## src/rtl/music_stream_fetcher_pkg.sv

```systemverilog
// Shared types and helpers for the flash audio stream fetcher.
package music_pkg;

  typedef enum logic [1:0] {
    IDLE = 2'd0,
    REQ  = 2'd1,
    WAIT = 2'd2
  } fetch_state_e;

  function automatic int samples_per_word(input int data_w, input int audio_w);
    return data_w / audio_w;
  endfunction

endpackage

```

## src/rtl/music_stream_fetcher_word_fifo.sv

```systemverilog
// Prefetch word FIFO: power-of-two depth, synchronous flush, occupancy count.
module word_fifo #(
  parameter int DEPTH = 4,
  parameter int WIDTH = 32
) (
  input  logic                     clk,
  input  logic                     rst,
  input  logic                     flush,
  input  logic                     push,
  input  logic [WIDTH-1:0]         push_data,
  input  logic                     pop,
  output logic [WIDTH-1:0]         head,
  output logic [$clog2(DEPTH):0]   count
);

  localparam int PW = $clog2(DEPTH);

  logic [WIDTH-1:0] mem [DEPTH];
  logic [PW-1:0]    wr_ptr;
  logic [PW-1:0]    rd_ptr;

  always_ff @(posedge clk or negedge rst) begin
    if (!rst) begin
      wr_ptr <= '0;
      rd_ptr <= '0;
      count  <= '0;
    end else if (flush) begin
      wr_ptr <= '0;
      rd_ptr <= '0;
      count  <= '0;
    end else begin
      if (push) wr_ptr <= wr_ptr + 1'b1;
      if (pop)  rd_ptr <= rd_ptr + 1'b1;
      case ({push, pop})
        2'b10:   count <= count + 1'b1;
        2'b01:   count <= count - 1'b1;
        default: count <= count;
      endcase
    end
  end

  // Storage needs no reset; count gates every read of it.
  always_ff @(posedge clk) begin
    if (push && !flush) mem[wr_ptr] <= push_data;
  end

  assign head = mem[rd_ptr];

endmodule

```

## src/rtl/music_stream_fetcher.sv

```systemverilog
// Streams flash words over Avalon-MM into a prefetch FIFO and emits one unpacked sample per tick.
module music_stream_fetcher
  import music_pkg::*;
#(
  parameter int ADDR_WIDTH       = 23,
  parameter int DATA_WIDTH       = 32,
  parameter int BYTEENABLE_WIDTH = 4,
  parameter int AUDIO_DATA_WIDTH = 16,
  parameter int FIFO_DEPTH       = 4
) (
  input  logic                        clk_50,
  input  logic                        rst,
  input  logic                        sample_tick,
  input  logic                        restart,
  input  logic                        forward,
  input  logic                        loop_en,
  input  logic                        paused,
  input  logic [ADDR_WIDTH-1:0]       start_addr,
  input  logic [ADDR_WIDTH-1:0]       end_addr,
  input  logic                        flash_mem_waitrequest,
  input  logic                        flash_mem_readdatavalid,
  input  logic [DATA_WIDTH-1:0]       flash_mem_readdata,
  output logic                        flash_mem_read,
  output logic [ADDR_WIDTH-1:0]       flash_mem_address,
  output logic [BYTEENABLE_WIDTH-1:0] flash_mem_byteenable,
  output logic [AUDIO_DATA_WIDTH-1:0] audio_data,
  output logic                        audio_strobe,
  output logic                        underrun,
  output logic                        done,
  output logic [1:0]                  fetch_state
);

  // Avalon read: flash_mem_read holds with a stable address until a cycle with
  // waitrequest low accepts it; exactly one read is in flight, returned by one readdatavalid.

  localparam int N  = samples_per_word(DATA_WIDTH, AUDIO_DATA_WIDTH);
  localparam int IW = (N > 1) ? $clog2(N) : 1;
  localparam int CW = $clog2(FIFO_DEPTH) + 1;
  localparam logic [IW-1:0] LAST_IDX = IW'(N - 1);
  localparam logic [CW-1:0] DEPTH_C  = CW'(FIFO_DEPTH);
  localparam logic [CW-1:0] ONE_C    = CW'(1);

  if (DATA_WIDTH % AUDIO_DATA_WIDTH != 0) begin : g_width_check
    $error("DATA_WIDTH must be a multiple of AUDIO_DATA_WIDTH");
  end

  fetch_state_e             state, state_nxt;
  logic [ADDR_WIDTH-1:0]    fetch_addr;
  logic                     fetch_done;
  logic                     drain;
  logic                     cfg_fwd, cfg_loop;
  logic [ADDR_WIDTH-1:0]    cfg_start, cfg_end;
  logic [IW-1:0]            idx;
  logic [CW-1:0]            fifo_count;
  logic [DATA_WIDTH-1:0]    fifo_head;
  logic                     fifo_push, fifo_pop, fifo_empty;
  logic                     tick_go, last_idx;
  logic [AUDIO_DATA_WIDTH-1:0] head_samples [N];

  for (genvar g = 0; g < N; g++) begin : g_unpack
    assign head_samples[g] = fifo_head[g*AUDIO_DATA_WIDTH +: AUDIO_DATA_WIDTH];
  end

  assign fifo_empty = (fifo_count == '0);
  assign tick_go    = sample_tick & ~paused & ~restart;
  assign last_idx   = cfg_fwd ? (idx == LAST_IDX) : (idx == '0);
  assign fifo_push  = (state == WAIT) & flash_mem_readdatavalid & ~drain & ~restart;
  assign fifo_pop   = tick_go & ~fifo_empty & last_idx;

  word_fifo #(.DEPTH(FIFO_DEPTH), .WIDTH(DATA_WIDTH)) u_fifo (
    .clk       (clk_50),
    .rst       (rst),
    .flush     (restart),
    .push      (fifo_push),
    .push_data (flash_mem_readdata),
    .pop       (fifo_pop),
    .head      (fifo_head),
    .count     (fifo_count)
  );

  always_ff @(posedge clk_50 or negedge rst) begin
    if (!rst) state <= IDLE;
    else      state <= state_nxt;
  end

  // In IDLE nothing is outstanding, so occupancy alone bounds the prefetch.
  always_comb begin
    state_nxt = state;
    case (state)
      IDLE:    if (!restart && !fetch_done && (fifo_count < DEPTH_C)) state_nxt = REQ;
      REQ:     if (!flash_mem_waitrequest) state_nxt = WAIT;
      WAIT:    if (flash_mem_readdatavalid) state_nxt = IDLE;
      default: state_nxt = IDLE;
    endcase
  end

  assign flash_mem_read       = (state == REQ);
  assign flash_mem_byteenable = '1;
  assign fetch_state          = state;

  always_ff @(posedge clk_50 or negedge rst) begin
    if (!rst) begin
      flash_mem_address <= '0;
      fetch_addr        <= '0;
      fetch_done        <= 1'b1;
      drain             <= 1'b0;
      cfg_fwd           <= 1'b1;
      cfg_loop          <= 1'b1;
      cfg_start         <= '0;
      cfg_end           <= '0;
    end else begin
      if (state == IDLE && state_nxt == REQ) flash_mem_address <= fetch_addr;
      if (restart) begin
        cfg_fwd    <= forward;
        cfg_loop   <= loop_en;
        cfg_start  <= start_addr;
        cfg_end    <= end_addr;
        fetch_addr <= forward ? start_addr : end_addr;
        fetch_done <= 1'b0;
        // A read already issued belongs to the old clip and must be swallowed.
        drain      <= (state == REQ) || (state == WAIT && !flash_mem_readdatavalid);
      end else if (state == WAIT && flash_mem_readdatavalid) begin
        if (drain) begin
          drain <= 1'b0;
        end else if (cfg_fwd) begin
          if (fetch_addr == cfg_end) begin
            if (cfg_loop) fetch_addr <= cfg_start;
            else          fetch_done <= 1'b1;
          end else begin
            fetch_addr <= fetch_addr + 1'b1;
          end
        end else begin
          if (fetch_addr == cfg_start) begin
            if (cfg_loop) fetch_addr <= cfg_end;
            else          fetch_done <= 1'b1;
          end else begin
            fetch_addr <= fetch_addr - 1'b1;
          end
        end
      end
    end
  end

  always_ff @(posedge clk_50 or negedge rst) begin
    if (!rst) begin
      audio_data   <= '0;
      audio_strobe <= 1'b0;
      underrun     <= 1'b0;
      done         <= 1'b0;
      idx          <= '0;
    end else begin
      audio_strobe <= 1'b0;
      underrun     <= 1'b0;
      if (restart) begin
        done <= 1'b0;
        idx  <= forward ? '0 : LAST_IDX;
      end else if (tick_go) begin
        if (!fifo_empty) begin
          audio_data   <= head_samples[idx];
          audio_strobe <= 1'b1;
          if (last_idx) begin
            idx <= cfg_fwd ? '0 : LAST_IDX;
            // fetch_done set means no word can still arrive behind this one.
            if (fetch_done && fifo_count == ONE_C) done <= 1'b1;
          end else begin
            idx <= cfg_fwd ? idx + 1'b1 : idx - 1'b1;
          end
        end else if (!done) begin
          underrun <= 1'b1;
        end
      end
    end
  end

endmodule
```

## config.mk

```make
export PLATFORM = sky130hd
export DESIGN_NAME = music_stream_fetcher
export DESIGN_NICKNAME = d
export VERILOG_FILES = /design/src/rtl/music_stream_fetcher_pkg.sv /design/src/rtl/music_stream_fetcher_word_fifo.sv /design/src/rtl/music_stream_fetcher.sv
export SDC_FILE = /design/constraint.sdc
export NUM_CORES = 1
export LEC_CHECK = 0
export ABC_AREA = 1
export CORE_ASPECT_RATIO = 1.75
export CORE_MARGIN = 10
export CORE_UTILIZATION = 40
export DETAILED_ROUTE_END_ITERATION = 12
export HOLD_SLACK_MARGIN = 0.06
export MAX_ROUTING_LAYER = met4
export PLACE_DENSITY = 0.71
export SYNTH_ARGS = -nofsm -noshare
export SYNTH_HDL_FRONTEND = slang
export SYNTH_HIERARCHICAL = 1
export SYNTH_SLANG_ARGS = --single-unit
```

## constraint.sdc

```tcl
create_clock -name clk_50 -period 3.4 [get_ports clk_50]
set_input_delay 0.68 -clock clk_50 [delete_from_list [all_inputs] [get_ports clk_50]]
set_output_delay 0.68 -clock clk_50 [all_outputs]
set_load 0.01 [all_outputs]
```

## Word-level counts from Yosys, hierarchy flattened

Memories as Yosys holds them, arrays and structs flattened.
Index checks and enable logic that the tools add are counted.

- Register bits after elaboration: 125
- Memory bits (writable): 128
- Input bits: 87
- Output and inout bits: 49
- Word-level logic and storage cells: 133
- Memories kept: 1

Memory list:

| memory | words | bits a word | read ports | clocked after Yosys merged registers in | write ports | line | text |
|---|---|---|---|---|---|---|---|
| u_fifo.mem | 4 | 32 | 1 | 0 | 1 | music_stream_fetcher_word_fifo.sv:18 | `logic [WIDTH-1:0] mem [DEPTH];` |

- Add/sub/neg operators: 8
- $lt $le $gt $ge: 2
- Equal/unequal tests: 13
- Muxes and demuxes: 53
- Bitwise operators: 13
- Reductions and logical operators: 26

Operators with widths:

| kind | count |
|---|---|
| 2-to-1 mux 23 bit | 9 |
| 2-to-1 mux 16 bit | 3 |
| equality test 23 bit | 2 |
| 2-to-1 mux 1 bit | 31 |
| adder 23 x 1 -> 23 bit, second input constant | 1 |
| subtractor 23 x 1 -> 23 bit, second input constant | 1 |
| 2-to-1 mux 2 bit | 7 |
| AND reduction 4 bit | 3 |
| nonzero test 2 bit | 6 |
| != test 4 bit, second input constant | 2 |
| AND 1 bit | 7 |
| logical AND 1 bit | 7 |
| equality test 2 x 1 -> 1 bit, second input constant | 3 |
| case mux 2 bit (3 select lines) | 1 |
| case mux 3 bit (2 select lines) | 1 |
| nonzero test 3 bit | 2 |
| inverter 1 bit | 5 |
| adder 2 x 1 -> 2 bit, second input constant | 2 |
| equality test 2 bit, second input constant | 2 |
| != test 2 bit, second input constant | 2 |
| adder 3 x 1 -> 3 bit, second input constant | 1 |
| equality test 3 x 1 -> 1 bit, second input constant | 1 |
| logical NOT 1 bit | 3 |
| logical NOT 3 bit | 1 |
| 12 further kinds | 12 |

## Longest topological paths before layout

- Depth after elaboration: 8
- Gate-level depth with buffers: 16
- Depth with buffers taken out: 14

## By module

Netlist, hierarchy kept.

Modules (own cells, without submodules):

| module | times used | cells each | area each (um^2) | seq. area each (um^2) |
|---|---|---|---|---|
| music_stream_fetcher | 1 | 1248 | 7990.2 | 2956.6 |
| word_fifo | 1 | 369 | 5176.2 | 4018.9 |

## Worst setup path before layout

OpenSTA, ideal clock, no wires.

- Path kind: input to register
- Start point: in restart
- End point: mem u_fifo.mem[0][0] (enable)
- Library setup time: 421 ps
- Arrival time: 3217 ps
- Required time: 2979 ps
- Path slack: -238 ps
- Stages: 6
- Path buffers: 3
- Path through: clkbuf_1 -> clkbuf_1 -> buf_1 -> nor3_1 -> nand2_1 -> nor2_1

- Longest elaborated chain between the ends: 5
- Elaborated cells on any way between the ends: 6
- Those cells by class: 2 x mux; 2 x bitwise; 2 x reduce/logical

RTL lines:

| item | line | text |
|---|---|---|
| start, declared | music_stream_fetcher.sv:14 | `input logic restart,` |
| inverter 1 bit (no line) | n/a |  |
| AND 1 bit | music_stream_fetcher.sv:67 | `assign fifo_push = (state == WAIT) & flash_mem_readdatavalid & ~drain & ~restart;` |
| net fifo_push | music_stream_fetcher.sv:56 | `logic fifo_push, fifo_pop, fifo_empty;` |
| logical AND 1 bit | music_stream_fetcher_word_fifo.sv:44 | `if (push && !flush) mem[wr_ptr] <= push_data;` |
| 2-to-1 mux 1 bit | music_stream_fetcher_word_fifo.sv:44 |  |
| 2-to-1 mux 1 bit (implied by the code) | music_stream_fetcher_word_fifo.sv:44 |  |
| end, declared | music_stream_fetcher_word_fifo.sv:18 |  |

The timed path passes the listed nets, and every way through them passes these cells.

## Worst setup path in the final report

- Start point: reg fetch_addr[17]
- End point: reg fetch_addr[14]

- Longest elaborated chain between the ends: 6
- Elaborated cells on any way between the ends: 11
- Those cells by class: 4 x eq/ne; 6 x mux; 1 x reduce/logical

RTL lines:

| item | line | text |
|---|---|---|
| start, declared | music_stream_fetcher.sv:48 | `logic [ADDR_WIDTH-1:0] fetch_addr;` |
| start signal, assigned | music_stream_fetcher.sv:118 | `fetch_addr <= forward ? start_addr : end_addr;` |
| start signal, assigned | music_stream_fetcher.sv:127 | `if (cfg_loop) fetch_addr <= cfg_start;` |
| start signal, assigned | music_stream_fetcher.sv:130 | `fetch_addr <= fetch_addr + 1'b1;` |
| equality test 23 bit, on equally long branches | music_stream_fetcher.sv:133, music_stream_fetcher.sv:126 |  |
| 2-to-1 mux 23 bit, on equally long branches | music_stream_fetcher.sv:133, music_stream_fetcher.sv:126 |  |
| 2-to-1 mux 23 bit | music_stream_fetcher.sv:125 | `end else if (cfg_fwd) begin` |
| 2-to-1 mux 23 bit | music_stream_fetcher.sv:123 | `if (drain) begin` |
| 2-to-1 mux 23 bit | music_stream_fetcher.sv:122 | `end else if (state == WAIT && flash_mem_readdatavalid) begin` |
| 2-to-1 mux 23 bit | music_stream_fetcher.sv:113 | `if (restart) begin` |

Several ways; a longest one is shown, not always the timed one. The select of a mux whose other input is x is not followed.
A chain may end at the register's enable or synchronous reset.

==> impl_results.md <==
- Outcome: finished clean
- Cts bufs inserted: 24
- Routability congestion estimate: 1.028
- Delay-heaviest family, CP: simple AND/OR/NAND/NOR gates
- CTS root buf: sky130_fd_sc_hd__clkbuf_16
- Buffers plus inverters on the worst setup path: 3
- Sum of negative setup slack: 0 ns
- Arrival @ worst endpoint: 3.11 ns
- Fraction of final layout cells with drive strength greater than 1: 0.06181
- Port bufs: 131
- Capturing element type of the critical path: flop
- Vias in the first global route: 11399
- Sum of net half-perimeters after detailed placement: 30040 um
- Leading cell types in the layout, fill and taps excluded: sky130_fd_sc_hd__nand2_1, sky130_fd_sc_hd__nor2_1, sky130_fd_sc_hd__clkdlybuf4s50_1, sky130_fd_sc_hd__edfxtp_1, sky130_fd_sc_hd__dfrtp_1
- Cell chain of the critical path: inv_1, nand2_1, nand2_1, nand2_1, nor2_1, nand2_1, nor2_1, nand4_1, nand2_1, nor2_4, clkinv_2, buf_4, nand2_1, nand2_1
- Hold Violations, Final: 0
- Critical path data required time: 3.83 ns
- Count of unique library cells instantiated by Yosys: 40
- Number of H-tree branching levels: 1
- Antenna violations before repair: 5
- Leading cell type in the layout, fill and taps excluded: sky130_fd_sc_hd__nand2_1
- Worst-case headroom to the max-slew limit: 0.4833
- Ports: 136
- Final antenna-violating net count: 0
- Utilization after layout: 0.4814
- Ys async rst share: 0.4941
- Maximum root-to-sink buffer count: 3
- Synthesized flop and latch total: 253
- Power consumption: 10.04 mW
- FP Rows: 87
- Mean number of vias per cell: 5.319
- Actual slew at the worst max-slew pin: 0.7732 ns
- Number of filler cells placed in the layout: 3140
- Total routing resource utilization after global routing: 0.2060
- Worst-path maximum fanout: 24
- Vias post-DR: 11357
- Static Leak: 6.643 nW
- Storage element area: 6975 um2
- Post-CTS setup buffer count: 0
- Max Slew Vio Count: 0
- Num Clock Sinks: 253
- Starting utilization of the core area: 0.4073
- Area share of the largest cell type after synthesis: 0.2919
- CTS clk-pin slew, worst paths: 0.07 ns
- Most area-hungry cell type in the Yosys netlist: sky130_fd_sc_hd__edfxtp_1
- Synth Area per Inst: 8.142 um2
- Shortest clock period the worst path allows after layout: 2.682 ns
- Post-synthesis instance area: 13170 um2
- Horizontal die dimension: 157.1 um
- Length of the first detailed-routing pass in iterations: 5
- Cell with the most instances on the worst path: sky130_fd_sc_hd__nand2_1
- Clock insertion delay at the later pin of the skew report: 0.55 ns
- Top FF cell, synth: sky130_fd_sc_hd__edfxtp_1
- Sequential element share of the synthesized area: 0.5298
- Clock skew: 0.01604 ns
- Post-route DRC violation count: 0
- Type of the worst setup path: reg2reg
- Worst hold path class: in2reg
- Synthesized netlist cell count: 1617
- Final setup violation count: 0
- Die Footprint: 40860 um2
- Crit path largest cell delay: 0.62 ns
- DRC violation total after the first TritonRoute iteration: 681
- Detailed-route wire length per cell: 19.41 um
- Area inside the core boundary: 32330 um2
- Slowest cell on crit path: sky130_fd_sc_hd__nor2_4
- Die height: 260.0 um
- Maximum number of pins on one net before global-route repair: 66
- Period Utilization, post-route: 0.7888
- Maximum resistive drop on vdd: 0.0004762 V
- Power per cell area: 645.0 nW/um2
- Total of warnings raised by yosys: 6
- FMAX: 372.9 MHz
- Area added between synthesis and finish: 18.22%
- Nets: 1809
- Remaining Overflow, GRT: 0
- Total area of multi-input combinational cells: 5304 um2
- Clock tree from TritonCTS: built
- First-pass GRT wire length: 63640 um
- Biggest area contributors in the synthesized netlist: sky130_fd_sc_hd__edfxtp_1, sky130_fd_sc_hd__dfrtp_1, sky130_fd_sc_hd__nand2_1, sky130_fd_sc_hd__nor2_1, sky130_fd_sc_hd__o21ai_0
- Critical Path Start Type: flop
- Setup repair after global routing missed its margin: no
- Number of synthesized flops with an enable pin: 128
- Final WL: 41440 um
- Total of max-cap violations: 0
-- report_power, final --
group / switching [mW] / total [mW] / internal (mW)
sequential: 0.560 / 4.18 / 3.62
clock: 1.18 / 2.72 / 1.54
combinational: 1.94 / 3.14 / 1.20
-- final cells by class --
type                            instances  share of cell area
Antenna cell                            4           0.0006431
Clock buffer                           30             0.04003
Clock inverter                         14             0.01053
Inverter                              113             0.02733
Multi-Input combinational cell       1160              0.3408
Sequential cell                       253              0.4482
Tap cell                              400             0.03215
Timing Repair Buffer                  161              0.1004
-- cells in the mapped netlist, types with 32 or more instances --
library cell	n
sky130_fd_sc_hd__nand2_1	511
sky130_fd_sc_hd__buf_2	33
sky130_fd_sc_hd__o22ai_1	32
sky130_fd_sc_hd__clkbuf_1	37
sky130_fd_sc_hd__o21ai_1	42
sky130_fd_sc_hd__inv_1	91
sky130_fd_sc_hd__o21ai_0	120
sky130_fd_sc_hd__a31oi_1	39
sky130_fd_sc_hd__edfxtp_1	128
sky130_fd_sc_hd__nor2_1	221
sky130_fd_sc_hd__dfrtp_1	122
sky130_fd_sc_hd__nand3_1	89
-- worst paths after layout --
kind                       slack [ns]  cells after the start                              start                                end
min                              0.39                      2                            restart             fetch_done$_DFFE_PN1P_
min in group asynchronous        0.62                      2                                rst          cfg_start[10]$_DFFE_PN0P_
max reg2reg                      0.72                     14         fetch_addr[17]$_DFFE_PN0P_         fetch_addr[14]$_DFFE_PN0P_
max in group asynchronous        2.05                      3                                rst            cfg_end[21]$_DFFE_PN0P_
max                              0.72                     14         fetch_addr[17]$_DFFE_PN0P_         fetch_addr[14]$_DFFE_PN0P_
min reg2reg                      0.48                      2  flash_mem_address[15]$_DFFE_PN0P_  flash_mem_address[15]$_DFFE_PN0P_
-- routing by layer --
metal  routed length [um]  vias to the layer above  share of wire  global-route usage
met5                    0                        -              0                   -
li1                     -                     5512              -                   -
met4                 2347                        0          0.057              0.1043
met2                22960                      355           0.55              0.3909
met3                 1878                      117          0.045             0.02661
met1                14250                     5373           0.34              0.1974
-- per-stage QoR --
| step | worst slack, ns | cell area, um2 | hold slack [ns] | instances |
|---|---|---|---|---|
| after floorplan | -0.2382 | 13180 | 0.3844 | 1620 |
| after global placement | 0.4900 | 14760 | 0.4644 | 2086 |
| after detailed placement | 0.4631 | 14760 | 0.4721 | 2086 |
| after CTS | 0.8087 | 15550 | 0.3695 | 2131 |
| after global routing | 0.5608 | 15560 | 0.4118 | 2134 |
| final | 0.7181 | 15560 | 0.3889 | 2135 |
-- logic make-up (layout without fill, tap and decap cells) --
kind of cell               after synthesis  in the layout  synth area share
adders and majority gates                9              9          0.009123
other                                    1              8         0.0002848
xor gates and xnor gates                34             34           0.02262
AOI/OAI and AO/OA                      242            242           0.09950
DFF                                    253            253            0.5298
muxes                                    1              1         0.0008552
buffers and inverters                  207            318           0.06966
and+or+nand+nor                        870            870            0.2682
-- state kept, by name, indices dropped and copies added, names as in the netlist --
signal,cells
audio_data,16
audio_strobe,1
cfg_end,23
cfg_fwd,1
cfg_loop,1
cfg_start,23
done,1
drain,1
fetch_addr,23
fetch_done,1
fetch_state,2
flash_mem_address,23
idx,1
u_fifo/count,3
u_fifo/mem,128
u_fifo/rd_ptr,2
u_fifo/wr_ptr,2
underrun,1
-- worst register-to-register path: stages, from the launching register on --
cell and delay, ns:
sky130_fd_sc_hd__dfrtp_1 0.58, sky130_fd_sc_hd__inv_1 0.23, sky130_fd_sc_hd__nand2_1 0.11, sky130_fd_sc_hd__nand2_1 0.07, sky130_fd_sc_hd__nand2_1 0.09, sky130_fd_sc_hd__nor2_1 0.04
sky130_fd_sc_hd__nand2_1 0.06, sky130_fd_sc_hd__nor2_1 0.06, sky130_fd_sc_hd__nand4_1 0.09, sky130_fd_sc_hd__nand2_1 0.09, sky130_fd_sc_hd__nor2_4 0.62, sky130_fd_sc_hd__clkinv_2 0.14
sky130_fd_sc_hd__buf_4 0.23, sky130_fd_sc_hd__nand2_1 0.09, sky130_fd_sc_hd__nand2_1 0.06
-- what timing repair did --
action / 4_1_cts / 5_1_grt
endpoints found under the hold margin: 34 / 0
hold buffers: 1 / 0
gates resized for setup: 0 / 0
No activity file was read; power rests on OpenSTA's default activity.
